`config.mk`:
```
export PLATFORM = sky130hd
export DESIGN_NAME = izh_neuron_array
export DESIGN_NICKNAME = d
export VERILOG_FILES = /design/src/rtl/izh_pkg.sv /design/src/rtl/izh_update_dp.sv /design/src/rtl/izh_neuron_array.sv
export SDC_FILE = /design/constraint.sdc
export NUM_CORES = 2
export LEC_CHECK = 0
export ABC_CLOCK_PERIOD_IN_PS = 17310
export CAP_MARGIN = 20
export CELL_PAD_IN_SITES_DETAIL_PLACEMENT = 0
export CELL_PAD_IN_SITES_GLOBAL_PLACEMENT = 1
export CORE_UTILIZATION = 52
export DETAILED_ROUTE_END_ITERATION = 10
export HOLD_SLACK_MARGIN = 0.1
export PLACE_DENSITY_LB_ADDON = 0.1
export SLEW_MARGIN = 20
export SYNTH_ARGS = -nofsm -noshare
export SYNTH_HDL_FRONTEND = slang
export SYNTH_SLANG_ARGS = --single-unit
```
`constraint.sdc`:
```
create_clock -name clk -period 17.31 [get_ports clk]
set_input_delay 1.731 -clock clk [delete_from_list [all_inputs] [get_ports clk]]
set_output_delay 1.731 -clock clk [all_outputs]
set_load 0.01 [all_outputs]
```
`src/rtl/izh_pkg.sv`:
```
// Shared types and helpers for the Izhikevich neuron array.
//   state_t    : FSM state encoding, also exported on debug_state
//   DEF_*      : per-neuron parameter values restored on reset
//   frame_len  : serial load frame length in bits
//   sat        : clamp a wide signed value to a w-bit signed range
package izh_pkg;

   typedef enum logic [2:0] {
      S_IDLE  = 3'd0,
      S_LOAD  = 3'd1,
      S_FETCH = 3'd2,
      S_CALC  = 3'd3,
      S_WB    = 3'd4,
      S_DONE  = 3'd5
   } state_t;

   localparam int DEF_A = 5;
   localparam int DEF_B = 51;
   localparam int DEF_C = -65;
   localparam int DEF_D = 8;
   localparam int DEF_V_RST = -65;

   function automatic int frame_len(input int idx_w, input int p_w);
      return idx_w + 4 * p_w;
   endfunction

   // Result is returned 64 bits wide; callers truncate to w bits.
   function automatic logic signed [63:0] sat(input logic signed [63:0] x, input int w);
      logic signed [63:0] hi, lo;
      hi = (64'sd1 <<< (w - 1)) - 64'sd1;
      lo = -hi - 64'sd1;
      if (x > hi)      return hi;
      else if (x < lo) return lo;
      else             return x;
   endfunction

endpackage

```
`src/rtl/izh_update_dp.sv`:
```
// Combinational Euler update for one neuron.
//   in : v, u (V_W signed), a/b/c/d (P_W signed), stim (STIM_W signed)
//   out: v_out/u_out = state to write back (already spike-reset),
//        spike = v_new reached VPEAK
module izh_update_dp
   import izh_pkg::*;
#(
   parameter int V_W    = 16,
   parameter int P_W    = 8,
   parameter int STIM_W = 8,
   parameter int K_SQ   = 10,
   parameter int VPEAK  = 30
) (
   input  logic signed [V_W-1:0]    v,
   input  logic signed [V_W-1:0]    u,
   input  logic signed [P_W-1:0]    a,
   input  logic signed [P_W-1:0]    b,
   input  logic signed [P_W-1:0]    c,
   input  logic signed [P_W-1:0]    d,
   input  logic signed [STIM_W-1:0] stim,
   output logic signed [V_W-1:0]    v_out,
   output logic signed [V_W-1:0]    u_out,
   output logic                     spike
);

   // Wide enough that v*v*K_SQ and a*(b*v - u) never wrap.
   localparam int W = 2 * V_W + P_W + 2;

   logic signed [W-1:0] sv, su, sa, sb, ss;
   logic signed [W-1:0] vsq, dv, v_sum, bv, du, u_sum, ud_sum;
   logic signed [V_W-1:0] v_new, u_new;

   always_comb begin
      sv = W'(v);
      su = W'(u);
      sa = W'(a);
      sb = W'(b);
      ss = W'(stim);
      // Both equations use the old v.
      vsq   = (sv * sv * W'(K_SQ)) >>> 8;
      dv    = vsq + sv * W'(5) + W'(140) - su + ss;
      v_sum = sv + dv;
      v_new = V_W'(sat(64'(v_sum), V_W));
      bv    = (sb * sv) >>> 8;
      du    = (sa * (bv - su)) >>> 8;
      u_sum = su + du;
      u_new = V_W'(sat(64'(u_sum), V_W));
      spike = (v_new >= V_W'(VPEAK));
      ud_sum = W'(u_new) + W'(d);
      v_out = spike ? V_W'(c) : v_new;
      u_out = spike ? V_W'(sat(64'(ud_sum), V_W)) : u_new;
   end

endmodule

```
`src/rtl/izh_neuron_array.sv`:
```
// Time-multiplexed array of N_NEURONS Izhikevich neurons on one datapath.
//   step          : run FETCH/CALC/WB for every neuron, then DONE
//   stim_in       : stimulus for neuron stim_idx, used in CALC
//   load_mode, serial_valid, serial_data : serial parameter frames,
//                   {idx, a, b, c, d} MSB first
//   mem_valid/mem_idx/mem_out/spike_valid : per-neuron result strobes (WB)
//   busy, step_done, params_ready, debug_state : status
//   enable low freezes every register and masks the strobes.
module izh_neuron_array
   import izh_pkg::*;
#(
   parameter int N_NEURONS = 4,
   parameter int IDX_W     = $clog2(N_NEURONS),
   parameter int V_W       = 16,
   parameter int P_W       = 8,
   parameter int STIM_W    = 8,
   parameter int OUT_W     = 8,
   parameter int K_SQ      = 10,
   parameter int VPEAK     = 30,
   parameter int V_RST     = DEF_V_RST
) (
   input  logic              clk,
   input  logic              reset,
   input  logic              enable,
   input  logic              step,
   input  logic [STIM_W-1:0] stim_in,
   output logic [IDX_W-1:0]  stim_idx,
   input  logic              load_mode,
   input  logic              serial_valid,
   input  logic              serial_data,
   output logic              mem_valid,
   output logic [IDX_W-1:0]  mem_idx,
   output logic [OUT_W-1:0]  mem_out,
   output logic              spike_valid,
   output logic              busy,
   output logic              step_done,
   output logic              params_ready,
   output logic [2:0]        debug_state
);

   localparam int FL    = frame_len(IDX_W, P_W);
   localparam int CNT_W = $clog2(FL);

   state_t state_q, state_d;
   logic [IDX_W-1:0] idx;

   logic [V_W-1:0] v_mem [N_NEURONS];
   logic [V_W-1:0] u_mem [N_NEURONS];
   logic [P_W-1:0] a_mem [N_NEURONS];
   logic [P_W-1:0] b_mem [N_NEURONS];
   logic [P_W-1:0] c_mem [N_NEURONS];
   logic [P_W-1:0] d_mem [N_NEURONS];
   logic [N_NEURONS-1:0] loaded;

   logic [V_W-1:0] r_v, r_u, wb_v, wb_u;
   logic [P_W-1:0] r_a, r_b, r_c, r_d;
   logic           wb_spk;
   logic [OUT_W-1:0] mem_out_q;

   logic [FL-1:0]    sh_q;
   logic [CNT_W-1:0] bit_cnt;
   logic             wr_pend;

   logic signed [V_W-1:0] dp_v, dp_u;
   logic                  dp_spk;

   wire last_idx = (idx == IDX_W'(N_NEURONS - 1));

   izh_update_dp #(
      .V_W(V_W), .P_W(P_W), .STIM_W(STIM_W), .K_SQ(K_SQ), .VPEAK(VPEAK)
   ) u_dp (
      .v(r_v), .u(r_u), .a(r_a), .b(r_b), .c(r_c), .d(r_d),
      .stim(stim_in), .v_out(dp_v), .u_out(dp_u), .spike(dp_spk)
   );

   always_comb begin
      state_d = state_q;
      case (state_q)
         S_IDLE:  if (load_mode) state_d = S_LOAD;
                  else if (step) state_d = S_FETCH;
         S_LOAD:  if (!load_mode) state_d = S_IDLE;
         S_FETCH: state_d = S_CALC;
         S_CALC:  state_d = S_WB;
         S_WB:    state_d = last_idx ? S_DONE : S_FETCH;
         S_DONE:  state_d = S_IDLE;
         default: state_d = S_IDLE;
      endcase
   end

   always_ff @(posedge clk) begin
      if (reset) begin
         state_q   <= S_IDLE;
         idx       <= '0;
         loaded    <= '0;
         r_v <= '0; r_u <= '0; r_a <= '0; r_b <= '0; r_c <= '0; r_d <= '0;
         wb_v <= '0; wb_u <= '0; wb_spk <= 1'b0;
         mem_out_q <= '0;
         sh_q      <= '0;
         bit_cnt   <= '0;
         wr_pend   <= 1'b0;
         for (int i = 0; i < N_NEURONS; i++) begin
            v_mem[i] <= V_W'(V_RST);
            u_mem[i] <= '0;
            a_mem[i] <= P_W'(DEF_A);
            b_mem[i] <= P_W'(DEF_B);
            c_mem[i] <= P_W'(DEF_C);
            d_mem[i] <= P_W'(DEF_D);
         end
      end else if (enable) begin
         state_q <= state_d;
         case (state_q)
            S_IDLE: if (!load_mode && step) idx <= '0;
            S_FETCH: begin
               r_v <= v_mem[idx]; r_u <= u_mem[idx];
               r_a <= a_mem[idx]; r_b <= b_mem[idx];
               r_c <= c_mem[idx]; r_d <= d_mem[idx];
            end
            S_CALC: begin
               wb_v      <= dp_v;
               wb_u      <= dp_u;
               wb_spk    <= dp_spk;
               mem_out_q <= dp_v[V_W-1 -: OUT_W];
            end
            S_WB: begin
               v_mem[idx] <= wb_v;
               u_mem[idx] <= wb_u;
               if (!last_idx) idx <= idx + 1'b1;
            end
            default: ;
         endcase

         // A completed frame is committed the cycle after its last bit,
         // even if load_mode has dropped in the meantime.
         if (wr_pend) begin
            a_mem[sh_q[FL-1 -: IDX_W]] <= sh_q[4*P_W-1 -: P_W];
            b_mem[sh_q[FL-1 -: IDX_W]] <= sh_q[3*P_W-1 -: P_W];
            c_mem[sh_q[FL-1 -: IDX_W]] <= sh_q[2*P_W-1 -: P_W];
            d_mem[sh_q[FL-1 -: IDX_W]] <= sh_q[P_W-1:0];
            loaded[sh_q[FL-1 -: IDX_W]] <= 1'b1;
            wr_pend <= 1'b0;
         end
         if (state_q == S_LOAD) begin
            if (!load_mode) begin
               bit_cnt <= '0;
            end else if (serial_valid) begin
               sh_q <= {sh_q[FL-2:0], serial_data};
               if (bit_cnt == CNT_W'(FL - 1)) begin
                  bit_cnt <= '0;
                  wr_pend <= 1'b1;
               end else begin
                  bit_cnt <= bit_cnt + 1'b1;
               end
            end
         end
      end
   end

   assign stim_idx     = idx;
   assign mem_idx      = idx;
   assign mem_out      = mem_out_q;
   assign mem_valid    = enable && (state_q == S_WB);
   assign spike_valid  = enable && (state_q == S_WB) && wb_spk;
   assign step_done    = enable && (state_q == S_DONE);
   assign busy         = (state_q == S_FETCH) || (state_q == S_CALC) ||
                         (state_q == S_WB) || (state_q == S_DONE);
   assign params_ready = &loaded;
   assign debug_state  = state_q;

endmodule

```
==> summary.txt <==
Synth
  • Synthesis-stage register bit count: 403
  • Yosys warnings: 0
  • Async SR Flop Fraction: 0%
  • Yosys top cell by area: fa_1
  • Synth top area cells: fa_1 (24%), edfxtp_1 (18%), ha_1 (12%)
  • Area share of the largest cell type after synthesis: 23.51%
  • Synth Flop Type: edfxtp_1
  • Top cells by count, synth: inv_1 (701), fa_1 (511), nand2_1 (435)
  • Post-synthesis sequential area ratio: 24.43%
  • Post-Synthesis Cell Area: 43510 um^2
  • Syn_area_per_cell: 9.715 um^2
  • Synthesized Nets: 5409
  • EDFF count, synth: 256
  • Distinct cells, synth: 91
  • Top-count cell post-synth: inv_1
  • Synth Instances: 4479

Timing
  • Hold_ws: 0.4487 ns
  • Worst Slack Setup Final: 1.242 ns
  • Worst Clk Skew: 0.04690 ns
  • Post-Route Setup TNS: 0 ns
  • Fin. max-slew vios: 0
  • Final Hold Vio Count: 0
  • Period Utilization, post-route: 92.82%
  • Maximum clock frequency: 62.24 MHz
  • RSZ-0062 raised after global routing: no
  • Rel. slew slack: 28.29%
  • Slew @ Worst Pin: 1.076 ns
  • Setup violators final: 0
  • Period minus WS final: 16.07 ns

Critical path
  • Critical Path RT: 17.74 ns
  • Max stage delay on crit path: 0.64 ns
  • FF-to-FF path depth: 55
  • CP max FO: 34
  • Reg2reg end: wb_u[1]
  • Slack of the worst reg-to-reg path: 1.24 ns
  • Kind of critical path: reg2reg
  • Most Frequent Cell on Critical Path: fa_1
  • RR Startpoint: r_v[6]
  • Crit end category: register
  • Worst EP arrival: 16.49 ns
  • CP Launch Type: register
  • Slowest stage cell, crit path: a221oi_1

Final layout
  • Design Area, Final: 46510 um^2
  • Utilization after layout: 56.38%
  • FF/Latch Area: 10640 um^2
  • Share of cells above drive strength 1: 5.438%
  • Multi-input logic area: 29680 um^2
  • Final nets: 5382
  • Fill cells: 7492
  • Synthesis-to-finish area growth: 6.898%
  • Antenna Diode Count: 0

Routing
  • Met3 WL: 5.835 mm
  • Antenna Nets Post-Route: 0
  • Uppermost routed layer: met4
  • Met1 Wirelength: 50.91 mm
  • DRT iter0 DRCs: 1992
  • Vias: 30440
  • Residual DRC count: 0
  • Drt pass-1 iters: 6
  • Via/cell ratio: 5.478
  • Met2 WL: 47.45 mm
  • Routed len/inst: 19.03 um
  • Final wirelength: 105.7 mm

Floorplanning
  • Starting Density: 52.74%
  • Core area: 82500 um^2
  • Site Rows: 105
  • Num ports: 35
  • Die X: 291.3 um
  • Chip height: 291.3 um
  • Die area: 84840 um^2

Placed design
  • GP Congestion: 0.8555
  • Post-DP HPWL: 81.70 mm
  • DP Area: 44990 um^2
  • Pre-CTS setup slack: 0.7925 ns
  • Port bufs: 34

Clock network
  • CTS tree: done
  • Post-CTS Setup Bufs: 0
  • CTS Hold Buffers Added: 0
  • CTS clk-pin slew, worst paths: 0.06 ns
  • Clock Path Buffers: 3
  • H-tree depth: 2
  • Clock latency on the worst-skew pair: 0.59 ns
  • CTS sink cnt: 403
  • Num CTS Buffers: 44
  • Clk root buf: clkbuf_16

Hold path
  • Hold path cells: 1
  • Hold Startpoint: loaded[1]
  • Hold WC Path Type: reg2reg
  • Worst hold endpoint: loaded[1]

Power
  • Pleak: 21.33 nW
  • PwrDens: 66.46 nW/um^2
  • Worst vdd ir: 0.00007408 V

Global route
  • Remaining Overflow, GRT: 0
  • Vias in the first global route: 31300
  • Maximum number of pins on one net before global-route repair: 65
  • Total Routing Usage GR: 25.80%
  • First-pass GRT wire length: 173.0 mm
  • Initial antenna violation count: 0

Flow run
  • Max Cap Violations: 0

Outcome
  • Outcome: complete, no violations
-- per-stage QoR --
stage          instances  power [mW]
2_1_floorplan       4479       1.867
3_3_place_gp        5476       2.135
3_5_place_dp        5476       2.138
4_1_cts             5557       3.093
5_1_grt             5557       3.274
6_report            5557       3.091
-- cell families (layout without fill, tap and decap cells) --
family,Yosys count,after routing,synth area share (%)
AND/OR/NAND/NOR,1418,1418,16.53
adder cells (fa/ha/maj),915,915,35.13
buffers and inverters,867,875,7.620
AO/OA/AOI/OAI,635,635,9.397
flip-flops,403,403,24.43
XOR/XNOR,171,171,3.442
multiplexers,70,70,3.453
-- power breakdown --
part	switching, mW	internal, mW
Clock	0.397	0.557
Sequential	0.0157	1.04
Combinational	0.684	0.394
-- worst max-delay path by stage --
stage / from / end / slack (ns) / cells after the start
3_5_place_dp: r_b[7] / wb_u[13] / 0.79 / 61
6_report: r_v[6] / wb_u[1] / 1.24 / 55
5_1_grt: r_b[7] / wb_u[4] / 0.11 / 65
4_1_cts: r_b[7] / wb_u[1] / 0.68 / 60
2_1_floorplan: r_v[7] / wb_u[13] / 2.28 / 64
3_3_place_gp: r_b[7] / wb_u[1] / 1.00 / 62
-- per-layer routing --
layer | track usage (%) | up-vias
met2 | 39.90 | 651
met1 | 39.14 | 15050
met3 | 3.199 | 86
li1 | - | 14660
met5 | 0 | -
met4 | 4.517 | 0
-- cell type report --
type / count / area share [%]
Clock buffer: 61 / 2.633
Clock inverter: 20 / 0.5057
Inverter: 706 / 5.697
Multi-Input combinational cell: 3209 / 63.82
Sequential cell: 403 / 22.87
Tap cell: 1070 / 2.878
Timing Repair Buffer: 88 / 1.598
-- sequential cells by signal, summed over array words and instances (netlist names), 6 cells and up --
signal   cells
d_mem       32
r_a          8
c_mem       32
b_mem       32
u_mem       64
r_d          8
v_mem       64
sh_q        34
wb_v        16
bit_cnt      6
a_mem       32
r_u         16
wb_u        16
r_b          8
r_c          8
r_v         16
-- worst max-delay path: cells and delay by family, from the launching register on --
family | cells | cell delay (ns)
adder cells (fa/ha/maj) | 14 | 6.07
flip-flops | 1 | 0.42
AO/OA/AOI/OAI | 21 | 5.31
AND/OR/NAND/NOR | 8 | 1.72
XOR/XNOR | 3 | 0.85
buffers and inverters | 9 | 1.48
-- layout by cell type, fill, tap and decap left out, types with 12 or more instances in the layout --
master | synthesis | layout
xor2_1 | 59 | 59
a31oi_1 | 16 | 16
nand4_1 | 13 | 13
o21bai_1 | 13 | 13
nor2b_1 | 39 | 39
o21a_1 | 36 | 36
nand2_1 | 435 | 433
buf_4 | 11 | 55
nand2b_1 | 139 | 139
mux4_2 | 64 | 64
edfxtp_1 | 256 | 256
nor3_1 | 54 | 53
a211oi_1 | 33 | 33
and2_1 | 331 | 331
o21ai_1 | 17 | 17
clkdlybuf4s50_1 | 0 | 33
nor3b_1 | 15 | 13
clkbuf_16 | 0 | 44
nand3_1 | 64 | 64
and3_1 | 31 | 31
or3_1 | 32 | 32
inv_1 | 701 | 701
o21ai_0 | 92 | 91
dfxtp_1 | 147 | 145
xnor2_1 | 112 | 107
a21o_1 | 47 | 47
o211ai_1 | 20 | 20
ha_1 | 404 | 404
a21oi_1 | 241 | 241
nor2_1 | 216 | 215
or2_2 | 12 | 12
fa_1 | 511 | 510
-- what timing repair did --
item | 4_1_cts | 5_1_grt
resized for setup | 0 | 10
hold endpoints to repair | 0 | 0
setup endpoints to repair | 0 | 15
No activity file was read; power rests on OpenSTA's default activity.
